==> src/rtl/ram_seq_ctrl.sv <==
// Record/playback sequencer for the single-port pattern RAM: records a valid/ready
// input stream from address 0, replays it through a 2-entry buffer. SEQ_LOOP_EN adds looped playback.
module ram_seq_ctrl #(
    parameter int DWIDTH = 16,
    parameter int AWIDTH = 12,
    parameter int WORDS  = 4096
) (
    input  logic              clk,
    input  logic              rst_n,
    input  logic              start_rec,
    input  logic              start_play,
    input  logic              stop,
    input  logic              in_valid,
    input  logic [DWIDTH-1:0] in_data,
    output logic              in_ready,
    output logic              out_valid,
    output logic [DWIDTH-1:0] out_data,
`ifdef SEQ_LOOP_EN
    input  logic              loop,
`endif
    input  logic              out_ready,
    output logic              ram_load,
    output logic [AWIDTH-1:0] ram_addr,
    output logic [DWIDTH-1:0] ram_d,
    input  logic [DWIDTH-1:0] ram_q,
    output logic [AWIDTH:0]   rec_len,
    output logic              busy,
    output logic              done
);

    // Both streams: a word moves on every cycle where valid and ready are high together;
    // ready never looks at valid, and valid never looks at ready.
    typedef enum logic [1:0] {S_IDLE, S_REC, S_PLAY, S_DRAIN} state_t;

    localparam logic [AWIDTH:0] FULL = (AWIDTH+1)'(WORDS);
    localparam logic [AWIDTH:0] ONE  = (AWIDTH+1)'(1);
    localparam logic [AWIDTH:0] LAST = FULL - ONE;

    state_t              state_q, state_d;
    logic [AWIDTH:0]     wr_ptr_q, wr_ptr_d;
    logic [AWIDTH:0]     rec_len_q, rec_len_d;
    logic [AWIDTH:0]     rd_ptr_q, rd_ptr_d;
    logic                qv_q, qv_d;
    logic [DWIDTH-1:0]   fifo_mem_q [2];
    logic [DWIDTH-1:0]   fifo_mem_d [2];
    logic                fifo_wr_q, fifo_wr_d;
    logic                fifo_rd_q, fifo_rd_d;
    logic [1:0]          fifo_cnt_q, fifo_cnt_d;
    logic                done_q, done_d;

    logic                accept;
    logic                issue;
    logic                pop;
    logic                last_rd;
    logic                loop_en;
    logic [2:0]          occ;

`ifdef SEQ_LOOP_EN
    assign loop_en = loop;
`else
    assign loop_en = 1'b0;
`endif

    assign out_valid = (fifo_cnt_q != 2'd0);
    assign out_data  = fifo_mem_q[fifo_rd_q];
    assign pop       = out_valid && out_ready;
    assign last_rd   = ((rd_ptr_q + ONE) == rec_len_q);
    assign busy      = (state_q != S_IDLE);
    assign done      = done_q;
    assign rec_len   = rec_len_q;

    always_ff @(posedge clk or negedge rst_n) begin
        if (!rst_n) begin
            state_q    <= S_IDLE;
            wr_ptr_q   <= '0;
            rec_len_q  <= '0;
            rd_ptr_q   <= '0;
            qv_q       <= 1'b0;
            fifo_mem_q <= '{default: '0};
            fifo_wr_q  <= 1'b0;
            fifo_rd_q  <= 1'b0;
            fifo_cnt_q <= 2'd0;
            done_q     <= 1'b0;
        end else begin
            state_q    <= state_d;
            wr_ptr_q   <= wr_ptr_d;
            rec_len_q  <= rec_len_d;
            rd_ptr_q   <= rd_ptr_d;
            qv_q       <= qv_d;
            fifo_mem_q <= fifo_mem_d;
            fifo_wr_q  <= fifo_wr_d;
            fifo_rd_q  <= fifo_rd_d;
            fifo_cnt_q <= fifo_cnt_d;
            done_q     <= done_d;
        end
    end

    always_comb begin
        state_d    = state_q;
        wr_ptr_d   = wr_ptr_q;
        rec_len_d  = rec_len_q;
        rd_ptr_d   = rd_ptr_q;
        qv_d       = issue;
        fifo_mem_d = fifo_mem_q;
        fifo_wr_d  = fifo_wr_q;
        fifo_rd_d  = fifo_rd_q;
        fifo_cnt_d = fifo_cnt_q + {1'b0, qv_q} - {1'b0, pop};
        done_d     = 1'b0;

        // A read issued last cycle lands in the buffer at this edge.
        if (qv_q) begin
            fifo_mem_d[fifo_wr_q] = ram_q;
            fifo_wr_d             = ~fifo_wr_q;
        end
        if (pop) begin
            fifo_rd_d = ~fifo_rd_q;
        end

        case (state_q)
            S_IDLE: begin
                if (!stop) begin
                    if (start_rec) begin
                        state_d   = S_REC;
                        wr_ptr_d  = '0;
                        rec_len_d = '0;
                    end else if (start_play) begin
                        if (rec_len_q != '0) begin
                            state_d  = S_PLAY;
                            rd_ptr_d = '0;
                        end else begin
                            done_d = 1'b1;
                        end
                    end
                end
            end
            S_REC: begin
                if (accept) begin
                    wr_ptr_d  = wr_ptr_q + ONE;
                    rec_len_d = rec_len_q + ONE;
                    if (wr_ptr_q == LAST) begin
                        state_d = S_IDLE;
                    end
                end
            end
            S_PLAY: begin
                if (issue) begin
                    if (!last_rd) begin
                        rd_ptr_d = rd_ptr_q + ONE;
                    end else if (loop_en) begin
                        rd_ptr_d = '0;
                    end else begin
                        state_d = S_DRAIN;
                    end
                end
            end
            default: begin
                if ((fifo_cnt_q == 2'd0) && !qv_q) begin
                    state_d = S_IDLE;
                end
            end
        endcase

        if (stop && (state_q != S_IDLE)) begin
            state_d    = S_IDLE;
            qv_d       = 1'b0;
            fifo_cnt_d = 2'd0;
            fifo_wr_d  = 1'b0;
            fifo_rd_d  = 1'b0;
        end

        if ((state_q != S_IDLE) && (state_d == S_IDLE)) begin
            done_d = 1'b1;
        end
    end

    always_comb begin
        in_ready = 1'b0;
        accept   = 1'b0;
        issue    = 1'b0;
        ram_load = 1'b0;
        ram_addr = '0;
        ram_d    = '0;
        occ      = {1'b0, fifo_cnt_q} + {2'b00, qv_q} - {2'b00, pop};

        case (state_q)
            S_REC: begin
                in_ready = !stop && (wr_ptr_q < FULL);
                accept   = in_valid && in_ready;
                if (accept) begin
                    ram_load = 1'b1;
                    ram_addr = wr_ptr_q[AWIDTH-1:0];
                    ram_d    = in_data;
                end
            end
            S_PLAY: begin
                // Never let buffered plus in-flight words exceed the two buffer slots.
                issue = !stop && (occ < 3'd2);
                if (issue) begin
                    ram_addr = rd_ptr_q[AWIDTH-1:0];
                end
            end
            default: begin
            end
        endcase
    end

endmodule

==> config.mk <==
export PLATFORM = sky130hd
export DESIGN_NAME = ram_seq_ctrl
export DESIGN_NICKNAME = d
export VERILOG_FILES = /design/src/rtl/ram_seq_ctrl.sv
export SDC_FILE = /design/constraint.sdc
export NUM_CORES = 1
export LEC_CHECK = 0
export CAP_MARGIN = 20
export CORE_AREA = 8 8 119 121
export CTS_CLUSTER_SIZE = 30
export DETAILED_ROUTE_END_ITERATION = 8
export DIE_AREA = 0 0 127 129
export GPL_TIMING_DRIVEN = 0
export PLACE_DENSITY = 0.61
export SYNTH_ARGS = -nofsm -noshare
export SYNTH_HDL_FRONTEND = slang
export SYNTH_SLANG_ARGS = --single-unit
==> constraint.sdc <==
create_clock -name clk -period 5.1 [get_ports clk]
set_clock_uncertainty 0.15 [all_clocks]
set_input_delay 1.275 -clock clk [delete_from_list [all_inputs] [get_ports clk]]
set_output_delay 1.275 -clock clk [all_outputs]
set_load 0.02 [all_outputs]
Word level (Yosys, flattened, before mapping). Index checks and enable logic that the tools add are counted.

ROM bits: 0. Output and inout port bits: 62. Latch bits: 0. Logic and storage cells: 113. RAM bits: 0. Flip-flop bits (word level): 79. Memories: 0.

Equality and inequality tests: 12. Order comparisons: 5. Shift-type cells: 0. Bitwise logic cells: 4. Add/subtract/negate cells: 7. Multipliers: 0. Div/mod/pow operators: 0. Reductions and logical operators: 22. Muxes and demuxes: 52.

Operator list (count): $mux 13 (10); $mux 16 (6); $pmux 13 s2 (3); $add 13x1->13 const B (3); $bwmux 32 (1); $mux 12 (2); $pmux 12 s2 (1); $mux 2 (11); $demux 16 s1 (1); $mux 1 (16); $ne 2x2->1 const B (8); $eq 13x12->1 const B (1); $eq 13x13->1 (1); $lt 13x13->1 const B (1); $reduce_bool 13->1 (1); $reduce_bool 2->1 (6); $logic_and 1x1->1 (8); $reduce_and 7->1 (1); $logic_not 2->1 (3); $pmux 2 s3 (1); $ge 2x2->1 const B (2); $not 1->2 (2); $reduce_and 4->1 (1); $add 2x1->3 (1); other kinds (9) (11).

Longest topological paths before layout. Gate-level depths: netlist of run 1.

Depth after elaboration: 12. Gate-level depth with buffers: 13. Depth with buffers taken out: 12.

Worst setup path after synthesis of run 1. No wires, ideal clock.

Kind: input port to output port. Start point: input out_ready. End point: output ram_addr[6]. Data required time: 3.675 ns. Buffers on the path: 1. Arrival: 3.656 ns. Stages: 12. Slack: 0.019 ns. Cells stage by stage: and2_1 > ha_1 > inv_1 > ha_1 > inv_1 > fa_1 > xnor2_1 > nand3b_1 > nor2_1 > clkbuf_1 > nand2_1 > a21boi_0.

Cells in the longest elaborated chain, start to end: 6.

RTL lines: from (decl) (line 21) `input logic out_ready,`; $logic_and 1x1->1 (line 66) `assign pop = out_valid && out_ready;`; $sub 3x1->3 (line 183) `occ = {1'b0, fifo_cnt_q} + {2'b00, qv_q} - {2'b00, pop};`; $lt 3x2->1 (line 197) `issue = !stop && (occ < 3'd2);`; $logic_and 1x1->1 (line 197); $mux 12 (line 198) `if (issue) begin`; $pmux 12 s2 (line 185) `case (state_q)`; to (decl) (line 23) `output logic [AWIDTH-1:0] ram_addr,`.

No other way between the ends.

Worst setup path after layout of run 1.
Start point: input out_ready. End point: output ram_addr[10].

The elaborated chain is that of the path after synthesis.

==> impl_results.md, run 1 <==
- Layout fillers: 1172
- FMAX: 202 MHz
- Dpl hpwl: 10.2 mm
- Switch Pwr: 1.17 mW
- Most frequent cells in the layout: 86 x clkdlybuf4s50_1, 79 x dfrtp_1, 49 x mux2_2, 34 x nand2_1, 32 x nor2_1
- Most common cell after layout, fill and taps aside: clkdlybuf4s50_1
- Sequential cell area fraction in the yosys report: 40.0%
- Largest net degree at the start of global routing: 43
- Worst-Margin Slew: 0.615 ns
- Grt total ovfl: 0
- Post-route cell area: 0.00650 mm²
- Max-slew headroom: 59.0%
- Final hold vios: 0
- Buffers on Ports: 100
- Diode count: 0
- Final WL: 13.8 mm
- Worst setup margin: 0.146 ns
- # rows: 41
- Worst Hold Depth: 1
- Num CTS Buffers: 9
- Clock Tree Root: clkbuf_16
- Total number of vias: 4381
- First-pass GRT wire length: 22.8 mm
- Fin. max-slew vios: 0
- Met1 usage: 21.3%
- Asr flop ratio synth: 100%
- Hold Crit Class: reg2reg
- Area of the die: 0.0164 mm²
- Layout area overhead: 31.5%
- GRT Resource Usage Total: 17.2%
- PD cells: 459 mW/mm²
- Tmin final: 4.95 ns
- Htree depth: 3
- Leakage: 2.72 nW
- Combinational power share: 49.3%
- Post-route ant nets: 0
- Period utilization: 97.1%
- Pre-CTS setup slack: -1.19 ns
- Met3 track demand over resource: 5.38%
- Antenna violations before repair: 0
- Dpl cell area: 0.00615 mm²
- Synth Warn #: 0
- Critical Path, Cell by Cell: dlygate4sd2_1 -> and2_4 -> ha_4 -> inv_2 -> ha_4 -> inv_2 -> fa_2 -> xnor2_2 -> nand3b_1 -> nor2_4 -> clkbuf_8 -> a22oi_1 -> nor2b_1 -> buf_4
- Clk slew on worst S/H paths: 0.06 ns
- Register area: 0.00198 mm²
- Nets@finish: 689
- Switching part of the total: 39.2%
- Critical Path AT: 3.53 ns
- Cell Area, Synth: 0.00494 mm²
- Worst-case reg-to-reg path depth: 13
- Status: finished clean
- Clock Path Buffers: 2
- EDFF count, synth: 0
- VDD IR max: 0.000179 V
- Highest net fanout along the worst path: 5
- Clk sink count: 79
- WS Path Type: in2out
- Worst hold slack: 0.352 ns
- Synthesis-stage register bit count: 79
- Worst hold start: fifo_mem_q[10]$_DFFE_PN0P_
- Final std cells w/o fill: 793
- WL/cell: 17.4 µm
- Main synth FF type: dfrtp_1
- RR Endpoint: rd_ptr_q[6]$_DFFE_PN0P_
- Unique cell type count in the Yosys netlist: 59
- Drt initial violations: 228
- Internal power: 1.82 mW
- Critical Path RT: 3.67 ns
- Clock share of power: 20.5%
- Die width: 127 µm
- Sequential Power Share: 30.2%
- Vias per Instance: 5.52
- Global-route met2 utilization: 27.8%
- Hold buffer count at cts: 0
- Area of the multi-input gates: 0.00277 mm²
- Net count after synthesis: 572
- Setup slack, reg-to-reg: 1.73 ns
- # setup viols final: 0
- Syn_area_per_cell: 9.49 µm²
- Reg2Reg Launch Point: fifo_cnt_q[1]$_DFF_PN0_
- Pre-antenna DRT Iters: 5
- Number of max-cap violations: 0
- Startpoint types: primary input
- Vias in the first global route: 4422
- Layout cells sized above 1: 18.5%
- Placed instance count: 772
- Setup_tns: 0 ns
- Starting Density: 40.2%
- Slowest CP cell: fa_2
- Clk_lat worst skew: 0.35 ns
- Hold Path End: fifo_mem_q[10]$_DFFE_PN0P_
- DRC viols: 0
- I/O pin count: 101
- CP endpoint kind: primary output
- Placer Congestion: 0.884
- TritonCTS clock tree: done
- Core area: 0.0123 mm²
- Post-Synthesis Cells: 521
- Die Span Y: 129 µm
- Most used routing layer: met2
- Largest stage delay on the critical path: 0.36 ns
- RSZ-0062 raised after global routing: false
[how the worst max path moves through the flow]
stage                   start           end  slack, ns  cells after the start
floorplan           out_ready   ram_addr[6]       0.02                     12
global placement    out_ready   ram_addr[6]      -1.15                     14
detailed placement  out_ready   ram_addr[6]      -1.19                     14
CTS                      stop      ram_d[9]       0.05                      6
global route        out_ready   ram_addr[7]      0.004                     14
finish              out_ready  ram_addr[10]       0.15                     14
[logic make-up after synthesis]
kind of cell	synth area share (%)
AO/OA/AOI/OAI	14.0
XOR/XNOR	4.43
adder cells (fa/ha/maj)	3.19
buffers and inverters	5.01
flip-flops	40.0
multiplexers	11.4
AND/OR/NAND/NOR	22.1
[synthesized netlist by cell type, types with 9 or more instances]
library cell,count,area share (%)
dfrtp_1,79,40
mux2_2,49,11
nand2_1,34,2.6
nor2_1,33,2.5
clkbuf_1,23,1.7
nor2b_1,22,2.8
o21ai_0,21,2.1
a21oi_1,20,2.0
nand3_1,20,2.0
and2_1,18,2.3
nor3_1,17,1.7
xor2_1,16,2.8
inv_1,14,1.1
and3_1,12,1.5
buf_2,12,1.2
a22oi_1,11,1.7
ha_1,11,2.8
nand4_1,10,1.3
a31oi_1,9,1.1
xnor2_1,9,1.6
[per-layer routing]
metal / share of wire, % / vias to the layer above
li1: - / 2111
met1: 45 / 2113
met2: 46 / 133
met3: 6.2 / 24
met4: 2.4 / 0
met5: 0 / -
[worst max-delay path: cells and delay by family]
| kind | cells | cell delay [ns] |
|---|---|---|
| xor gates and xnor gates | 1 | 0.19 |
| buffers and inverters | 5 | 0.65 |
| AOI/OAI and AO/OA | 1 | 0.09 |
| and+or+nand+nor | 4 | 0.62 |
| adders and majority gates | 3 | 0.69 |
[state kept, by name (all words and copies together), names as in the netlist]
register and flops:
qv_q 1, rec_len 13, state_q 2, wr_ptr_q 13, rd_ptr_q 13, fifo_wr_q 1, fifo_cnt_q 2, fifo_mem_q 32
done 1, fifo_rd_q 1
[cell type report]
type                    instances  share of cell area (%)
multi-input cells             386                    42.6
flip-flops and latches         79                    30.4
repair buffers                106                    15.7
clock buffers                   9                    3.46
plain buffers                  42                    3.25
well taps                     150                    2.89
clock inverters                 7                   0.866
inverters                      14                   0.808
[timing repair]
action	CTS	global route
setup buffers	3	0
pin swaps	5	2
gates cloned	1	0
endpoints found under the setup margin	28	21
gates resized for setup	72	6
[per-stage QoR]
stage          util (%)  power [mW]
3_3_place_gp       49.8        2.30
5_1_grt            52.8        3.18
2_1_floorplan         -        1.81
3_5_place_dp       50.0        2.33
6_report           52.8        2.99
4_1_cts            52.6        3.01
[power by group through the flow]
stage               clock network (mW)  registers, mW  logic [mW]
finish                           0.614          0.901        1.47
global placement                     0          0.901        1.40
floorplan                            0          0.892       0.919
detailed placement                   0          0.912        1.42
global route                     0.657          0.925        1.59
CTS                              0.631          0.903        1.47
(Power assumes the default switching activity.)
==> inputs of run 2 (changes only) <==
--- a/config.mk
+++ b/config.mk
@@ -11,6 +11,7 @@
 export DETAILED_ROUTE_END_ITERATION = 8
 export DIE_AREA = 0 0 127 129
 export GPL_TIMING_DRIVEN = 0
+export HOLD_SLACK_MARGIN = 0.03
 export PLACE_DENSITY = 0.61
 export SYNTH_ARGS = -nofsm -noshare
 export SYNTH_HDL_FRONTEND = slang
==> results of run 2 <==
Same layout as run 1: the final DEF is identical, and so are final timing and power.
